<file path="config.mk">
export PLATFORM = sky130hd
export DESIGN_NAME = delay_sched
export DESIGN_NICKNAME = d
export VERILOG_FILES = /design/src/rtl/delay_pkg.sv /design/src/rtl/delay_sched_rr_arb.sv /design/src/rtl/delay_sched.sv
export SDC_FILE = /design/constraint.sdc
export NUM_CORES = 1
export LEC_CHECK = 0
export CAP_MARGIN = 5
export CORE_ASPECT_RATIO = 0.7
export CORE_MARGIN = 2
export CORE_UTILIZATION = 30
export DETAILED_ROUTE_END_ITERATION = 10
export HOLD_SLACK_MARGIN = 0.06
export SLEW_MARGIN = 25
export SYNTH_ARGS = -nofsm -noshare
export SYNTH_HDL_FRONTEND = slang
export SYNTH_SLANG_ARGS = --single-unit
</file>
<file path="constraint.sdc">
create_clock -name clk -period 4.1 [get_ports clk]
set_input_delay 0.615 -clock clk [delete_from_list [all_inputs] [get_ports clk]]
set_output_delay 0.615 -clock clk [all_outputs]
set_load 0.05 [all_outputs]
</file>
<file path="src/rtl/delay_pkg.sv">
// delay_pkg: shared types, defaults and the length-to-target clamp for delay_sched.
package delay_pkg;
  localparam int DEF_CBITS = 14;
  localparam int DEF_N     = 12500;

  typedef enum logic [1:0] {IDLE, COUNT, DONE} state_t;

  // A zero-length request still needs one cycle so done never collides with gnt.
  function automatic logic [31:0] clamp_len(input logic [31:0] l, input logic [31:0] n);
    return (l == 32'd0) ? 32'd1 : ((l > n) ? n : l);
  endfunction
endpackage

</file>
<file path="src/rtl/delay_sched_rr_arb.sv">
// rr_arb: combinational round-robin pick, first set request at or after ptr with wrap-around.
module rr_arb #(
  parameter int NREQ = 4
) (
  input  logic [NREQ-1:0]         i_req,
  input  logic [$clog2(NREQ)-1:0] i_ptr,
  output logic [NREQ-1:0]         o_gnt,
  output logic [$clog2(NREQ)-1:0] o_idx,
  output logic                    o_valid
);
  localparam int IW = $clog2(NREQ);

  logic w_found;

  assign o_valid = |i_req;

  always_comb begin
    o_gnt   = '0;
    o_idx   = '0;
    w_found = 1'b0;
    for (int k = 0; k < NREQ; k++) begin
      if (!w_found && i_req[(int'(i_ptr) + k) % NREQ]) begin
        w_found                             = 1'b1;
        o_idx                               = IW'((int'(i_ptr) + k) % NREQ);
        o_gnt[(int'(i_ptr) + k) % NREQ]     = 1'b1;
      end
    end
  end
endmodule

</file>
<file path="src/rtl/delay_sched.sv">
// delay_sched: one programmable delay counter shared round-robin between NREQ requesters;
// done pulses exactly target cycles after the owner's grant.
module delay_sched
  import delay_pkg::*;
#(
  parameter int NREQ  = 4,
  parameter int CBITS = DEF_CBITS,
  parameter int N     = DEF_N
) (
  input  logic                    clk,
  input  logic                    rst,
  input  logic [NREQ-1:0]         req,
  input  logic [NREQ*CBITS-1:0]   len,
  output logic [NREQ-1:0]         gnt,
  output logic [NREQ-1:0]         done,
  output logic                    busy,
  output logic [$clog2(NREQ)-1:0] cur_id,
  output logic                    clamp,
  output logic                    err
);
  localparam int IW = $clog2(NREQ);

  if (N < 1 || N >= (1 << CBITS)) begin : g_bad_n
    $error("delay_sched: N must be in 1..2**CBITS-1");
  end

  state_t           r_state;
  logic [CBITS-1:0] r_cnt;
  logic [CBITS-1:0] r_target;
  logic [IW-1:0]    r_ptr;

  logic [NREQ-1:0]  w_win;
  logic [IW-1:0]    w_idx;
  logic             w_valid;
  logic [CBITS-1:0] w_len;
  logic [CBITS-1:0] w_target;
  logic [IW-1:0]    w_ptr_nxt;

  rr_arb #(.NREQ(NREQ)) u_arb (
    .i_req  (req),
    .i_ptr  (r_ptr),
    .o_gnt  (w_win),
    .o_idx  (w_idx),
    .o_valid(w_valid)
  );

  assign w_len     = len[w_idx*CBITS +: CBITS];
  assign w_target  = CBITS'(clamp_len(32'(w_len), 32'(N)));
  assign w_ptr_nxt = (cur_id == IW'(NREQ - 1)) ? '0 : cur_id + 1'b1;

  always_ff @(posedge clk or negedge rst) begin
    if (!rst) begin
      r_state  <= IDLE;
      r_cnt    <= '0;
      r_target <= '0;
      r_ptr    <= '0;
      gnt      <= '0;
      done     <= '0;
      busy     <= 1'b0;
      cur_id   <= '0;
      clamp    <= 1'b0;
      err      <= 1'b0;
    end else begin
      gnt  <= '0;
      done <= '0;
      err  <= (r_cnt > r_target) || (r_state == COUNT && r_target == '0);
      case (r_state)
        IDLE: if (w_valid) begin
          gnt      <= w_win;
          cur_id   <= w_idx;
          r_target <= w_target;
          clamp    <= w_len > CBITS'(N);
          r_cnt    <= CBITS'(1);
          busy     <= 1'b1;
          r_state  <= COUNT;
        end
        COUNT: if (r_cnt == r_target) begin
          done    <= NREQ'(1) << cur_id;
          r_state <= DONE;
        end else begin
          r_cnt <= r_cnt + 1'b1;
        end
        DONE: begin
          r_ptr   <= w_ptr_nxt;
          r_cnt   <= '0;
          busy    <= 1'b0;
          r_state <= IDLE;
        end
        default: r_state <= IDLE;
      endcase
    end
  end
endmodule

</file>
==> results by group, run 1 <==
CTS
  • Clock-pin slew on the worst setup and hold paths: ~0.060 ns
  • Clock tree buffer depth: 2
  • Hold Buf Count CTS: 0
  • CTS tree: yes
  • Clk_lat worst skew: between 0.2 and 0.3 ns
  • CTS sink cnt: 45
  • Inserted Clock Buffers: 5
  • Cts repair resizes: 0
  • Htree depth: 2
  • Root Buffer: clkbuf_16
  • Setup bufs post-CTS: 0

Timing
  • Setup repair after global routing missed its margin: false
  • Final Cycle Share: between 80% and 90%
  • Relative slew slack: 47.30%
  • Clk_skew: 0.003664 ns
  • Hold WS: 0.3199 ns
  • Setup violations, final: 0
  • Minimum clock period after layout: 3.683 ns
  • Final hold vios: 0
  • Max-slew violation count: 0
  • Setup TNS: 0 ns
  • Worst-margin pin slew: approximately 0.79 ns
  • Fmax: 271.5 MHz

Synth
  • Area share of the largest cell type after synthesis: around 29%
  • Cells after Synth: 443
  • Post-synth cell types: between 70 and 80
  • Async S/R FF share, synth: 100.0%
  • Yosys warns: 0
  • Most frequent cell after synthesis: dfrtp_1
  • Synthesized area: 3907 µm²
  • Seq/Total Area, Yosys: between 20 and 30%
  • Post-Syn Nets: 536
  • Number of synthesized flops with an enable pin: 0
  • Yosys top cell by area: dfrtp_1
  • Top post-synthesis cells by count: 45 x dfrtp_1, 40 x nand2_1, 31 x ha_1
  • Synth Flop Type: dfrtp_1
  • Synthesized flop and latch total: between 40 and 50
  • Avg Cell Area, Syn: 8.821 µm²
  • Synth area leaders: dfrtp_1 29%, ha_1 9.9%, nand2_1 3.8%, nand3_1 3.8%, mux2i_1 3.1%

Cells and area
  • Filler cells: 1217
  • Layout area overhead: 28.34%
  • Ant. Diodes: 0
  • Final instance area: 5015 µm²
  • FF/Latch Area: 1126 µm²
  • Share of layout cells above drive strength 1: 11.39%
  • Multi-input gate area: 2519 µm²
  • Nets@finish: 610

Worst setup path
  • CP Capture Type: flip-flop
  • Crit Path Class: in -> reg
  • Crit path DAT: 3.86 ns
  • Worst R2R Setup Slack: 0.50 ns
  • CP max FO: 11
  • Crit start category: input pin
  • Worst endpoint required time: 4.28 ns

Drt
  • Via-to-Cell Ratio: ~5.5
  • Antenna-violating nets left: 0
  • WL final: 11.68 mm
  • DR iter-0 viols: about 270
  • Routed wl met2: 4.715 mm
  • M1 wire length: 6.014 mm
  • Drt pass-1 iters: 5
  • Met3 WL post-DR: 890 µm
  • DRC: 0
  • Via count: 3732
  • WL/cell: 17.18 µm
  • Top Layer Used: met4

Global route
  • Global-route usage over all layers: 16.98%
  • GRT Residual Overflow: 0
  • First-pass GRT wire length: 19.24 mm
  • Initial antenna violation count: 0
  • Number of global-route vias before repair: 3669
  • Largest net degree at the start of global routing: 46

Placement
  • Port Buf Inserts: 74
  • RePlAce Congestion: 0.8623
  • Dpl hpwl: 9.137 mm
  • Placed cell area: 4820 µm²

Min path
  • Hold/Removal Path Class: in -> async

Job
  • Max Cap Viol: 0

Floorplan
  • DIE HEIGHT: 99.49 µm
  • Die extent in x: 140.4 µm
  • Row cnt: 34
  • Core area: 12550 µm²
  • Initial Utilization: a little under a third
  • # IOs: 75
  • DIE AREA: 13970 µm²

Power
  • Power per Cell Area: between 300 and 400 nW/µm²
  • Lkg Pwr: between 2 and 2.5 nW
  • Peak VDD IR: between 0.0002 and 0.00025 V

Run status
  • Status: finished clean
## metrics by stage
stage | std cells | power [W] | setup slack (ns) | util [%]
2_1_floorplan | 443 | 0.001149 | 0.4283 | -
3_3_place_gp | 672 | 0.001409 | 0.2129 | 38.40
3_5_place_dp | 672 | 0.001430 | 0.1388 | 38.40
4_1_cts | 680 | 0.001963 | 0.4387 | 39.92
5_1_grt | 680 | 0.002092 | 0.2489 | 39.96
6_report | 680 | 0.001958 | 0.4172 | 39.96
## placed cells by master, fill, tap and decap left out, types with 6 or more instances in the layout
| cell type | count |
|---|---|
| a211oi_1 | 7 |
| a21oi_1 | 9 |
| a22oi_1 | 6 |
| a31oi_1 | 6 |
| and3_1 | 11 |
| buf_4 | 15 |
| clkdlybuf4s50_1 | 73 |
| dfrtp_1 | 45 |
| ha_1 | 31 |
| inv_1 | 23 |
| mux2i_1 | 12 |
| nand2_1 | 40 |
| nand3_1 | 30 |
| nand4_1 | 10 |
| nor2_1 | 29 |
| nor3_1 | 17 |
| o21a_1 | 6 |
| o21ai_0 | 22 |
| o22ai_1 | 8 |
| or3_1 | 11 |
## final timing paths
check,from,end,cells after the start
setup / recovery,req[0],r_target[0],10
hold / removal,rst,r_cnt[9],1
setup reg to reg,r_ptr[1],r_target[0],11
hold reg to reg,busy,busy,2
max in group asynchronous,rst,gnt[1],1
min in group clk,busy,busy,2
## cell type report
type                            instances  share of cell area (%)
Multi-Input combinational cell        350                   50.22
Sequential cell                        45                   22.46
Timing Repair Buffer                   90                   17.61
Tap cell                              162                   4.042
Clock buffer                            5                   2.495
Inverter                               25                   1.871
Clock inverter                          3                   1.297
## power by group
part | switching (W) | leakage, nW | internal (W) | total, W
sequential | 0.0000921 | 0.583 | 0.000543 | 0.000635
combinational | 0.000474 | 1.40 | 0.000327 | 0.000801
clock | 0.000174 | 0.0938 | 0.000348 | 0.000522
## worst max-delay path, cell delays in order
cell and delay (ns):
clkdlybuf4s50_1 0.57, mux4_2 0.63, nor2b_4 0.32, or3_1 0.18, o311ai_2 0.15, or4_4 0.46
a211oi_2 0.20, a311oi_1 0.10, a211o_4 0.33, a221o_1 0.29
## flip-flops by register name (all words and copies together) (netlist names)
name,count
busy,1
clamp,1
cur_id,2
done,4
err,1
gnt,4
r_cnt,14
r_ptr,2
r_state,2
r_target,14
## kinds of logic (layout without fill, tap and decap cells)
group | count (synthesis) | after routing | share of synthesized area (%)
and+or+nand+nor | 180 | 180 | 24.05
AOI/OAI and AO/OA | 115 | 115 | 23.76
buffers and inverters | 48 | 123 | 6.788
DFF | 45 | 45 | 28.82
adders and majority gates | 31 | 31 | 9.926
muxes | 17 | 17 | 5.091
xor gates and xnor gates | 7 | 7 | 1.569
## routing by layer
layer  up-vias  global-route usage, %
met5         -                      0
li1       1810                      -
met2       137                  24.28
met1      1775                  26.67
met3        10                  3.563
met4         0                  2.176
No activity file was read; power rests on OpenSTA's default activity.
==> inputs of run 2 (changes only) <==
Settings changed: CORE_UTILIZATION 30 to 50, PLACE_DENSITY set to 0.77, SKIP_CTS_REPAIR_TIMING set to 1.
==> results by group, run 2 (synthesis results as in run 1) <==
CTS
  • Clk_lat worst skew: 0.30 ns
  • Root Buffer: clkbuf_8
  • CTS sink cnt: 45
  • Clock tree buffer depth: 2
  • CTS tree: yes
  • Clock-pin slew on the worst setup and hold paths: 0.09 ns
  • Htree depth: 2
  • Inserted Clock Buffers: 5

Drt
  • Antenna-violating nets left: 0
  • WL final: 10.86 mm
  • M1 wire length: 5.068 mm
  • DR iter-0 viols: 221
  • Via count: 3815
  • Via-to-Cell Ratio: roughly 6.2
  • Routed wl met2: 4.773 mm
  • Drt pass-1 iters: 6
  • WL/cell: 17.66 µm
  • DRC: 0
  • Top Layer Used: met4
  • Met3 WL post-DR: 947 µm

Run status
  • Status: finished clean

Timing
  • Setup violations, final: 0
  • Clk_skew: ~0.0084 ns
  • Worst-margin pin slew: between 0.7 and 0.8 ns
  • Setup repair after global routing missed its margin: false
  • Max-slew violation count: 0
  • Final hold vios: 0
  • Setup TNS: 0 ns
  • Fmax: 268.6 MHz
  • Minimum clock period after layout: around 3.7 ns
  • Final Cycle Share: 90.80%
  • Relative slew slack: 46.85%

Worst setup path
  • Crit Path Class: reg -> reg
  • Worst Reg-to-Reg Cells: 11
  • CP max stage cell: ha_1
  • Crit start category: flip-flop
  • Worst reg2reg endpoint: r_target[0]
  • CP max FO: 11
  • Crit path DAT: approximately 3.9 ns
  • Number of buffer and inverter stages on the critical path: 1
  • R2R Path Start: r_ptr[1]
  • Critical Path End: r_target[0]
  • Worst path depth: 11
  • Worst R2R Setup Slack: 0.38 ns
  • Worst endpoint required time: roughly 4.3 ns
  • Max incr delay on CP: around 0.50 ns
  • Critical path cell sequence: inv_1, ha_1, mux4_2, nor2b_4, or3_1, o311ai_2, or4_4, a211oi_2, a311oi_1, a211o_4, a221o_1
  • Worst Setup SP: r_ptr[1]
  • Delay-heaviest family, CP: compound AO/OA/AOI/OAI gates
  • CP Capture Type: flip-flop

Cells and area
  • Final cell count without fillers: 615
  • Ant. Diodes: 0
  • Filler cells: 643
  • Most frequent cells in the layout: 73 x clkdlybuf4s50_1, 44 x dfrtp_1, 40 x nand2_1
  • Layout area overhead: 23.82%
  • Commonest non-fill, non-tap cell in the layout: clkdlybuf4s50_1
  • Share of layout cells above drive strength 1: 11.22%
  • Biggest regs: r_cnt: 14 flops, r_target: 14 flops
  • Final instance area: approximately 4800 µm²
  • Nets@finish: around 610
  • Final core utilization: 64.95%

Placement
  • Placed Cells: 607
  • Placed cell area: around 4700 µm²
  • Port Buf Inserts: between 70 and 80
  • RePlAce Congestion: ~0.9
  • Dpl hpwl: 8.388 mm

Floorplan
  • DIE AREA: between 8000 and 9000 µm²
  • Core area: 7450 µm²
  • DIE HEIGHT: 77.97 µm
  • Die extent in x: 109.7 µm
  • Row cnt: 26
  • # IOs: 75
  • Initial Utilization: a little over half

Global route
  • Largest net degree at the start of global routing: 46
  • Number of global-route vias before repair: 3664
  • Global-route usage over all layers: 25.53%
  • First-pass GRT wire length: 17.42 mm
  • Initial antenna violation count: 0
  • GRT Residual Overflow: 0

Min path
  • Hold/Removal Path Class: in -> async

Power
  • Peak VDD IR: 0.0002474 V
  • Lkg Pwr: 2.025 nW
  • Overall Power: roughly 0.0018 W
  • Power per Cell Area: 369.7 nW/µm²

Job
  • Max Cap Viol: 0
run 2: changes by cell type in the layout (fill, tap and decap cells not counted):
cell        previous run  this run
clkbuf_16              5         0
clkbuf_8               0         5
buf_12                 2         1
bufinv_16              2         1
clkinv_2               1         0
clkinv_4               0         1
clkinvlp_4             0         1
dfrtp_1               45        44
dfrtp_2                0         1
nor2b_1                2         3
nor2b_2                1         0
run 2: power breakdown:
group | internal (W) | switching, W | total, W
logic | 0.000333 | 0.000481 | 0.000814
registers | 0.000542 | 0.0000885 | 0.000631
clock network | 0.000183 | 0.000161 | 0.000344
total | 0.00106 | 0.000730 | 0.00179
run 2: final cells by class:
cell class	count	area [µm²]	share of cell area (%)
clock buffers	5	68.82	1.422
multi-input cells	350	2516	52.00
well taps	98	122.6	2.534
flip-flops and latches	45	1127	23.30
clock inverters	3	46.29	0.9568
inverters	25	93.84	1.939
repair buffers	89	863.3	17.84
run 2: through the flow:
step / setup WS, ns / hold slack (ns)
2_1_floorplan: 0.4283 / 0.3194
3_3_place_gp: 0.2277 / 0.4955
3_5_place_dp: 0.1537 / 0.5113
4_1_cts: 0.2746 / 0.5046
5_1_grt: 0.03953 / 0.3442
6_report: 0.3774 / 0.3016
run 2: how the worst min path moves through the flow:
stage / start / end / slack [ns] / depth (start not counted)
after floorplan: rst / busy / 0.32 / 0
after global placement: busy / busy / 0.50 / 2
after detailed placement: r_target[12] / r_target[12] / 0.51 / 2
after CTS: rst / r_cnt[11] / 0.50 / 1
after global routing: rst / r_cnt[6] / 0.34 / 1
final: rst / r_cnt[11] / 0.30 / 1
run 2: metal layers:
metal,track usage [%],vias up
li1,-,1808
met1,37.69,1814
met2,38.15,176
met3,5.882,17
met4,4.810,0
met5,0,-
run 2: worst reg2reg max path, stage by stage, from the launching register on:
cell and delay, ns:
dfrtp_2 0.48, inv_1 0.14, ha_1 0.50, mux4_2 0.48
nor2b_4 0.31, or3_1 0.17, o311ai_2 0.14, or4_4 0.45
a211oi_2 0.20, a311oi_1 0.10, a211o_4 0.33, a221o_1 0.31
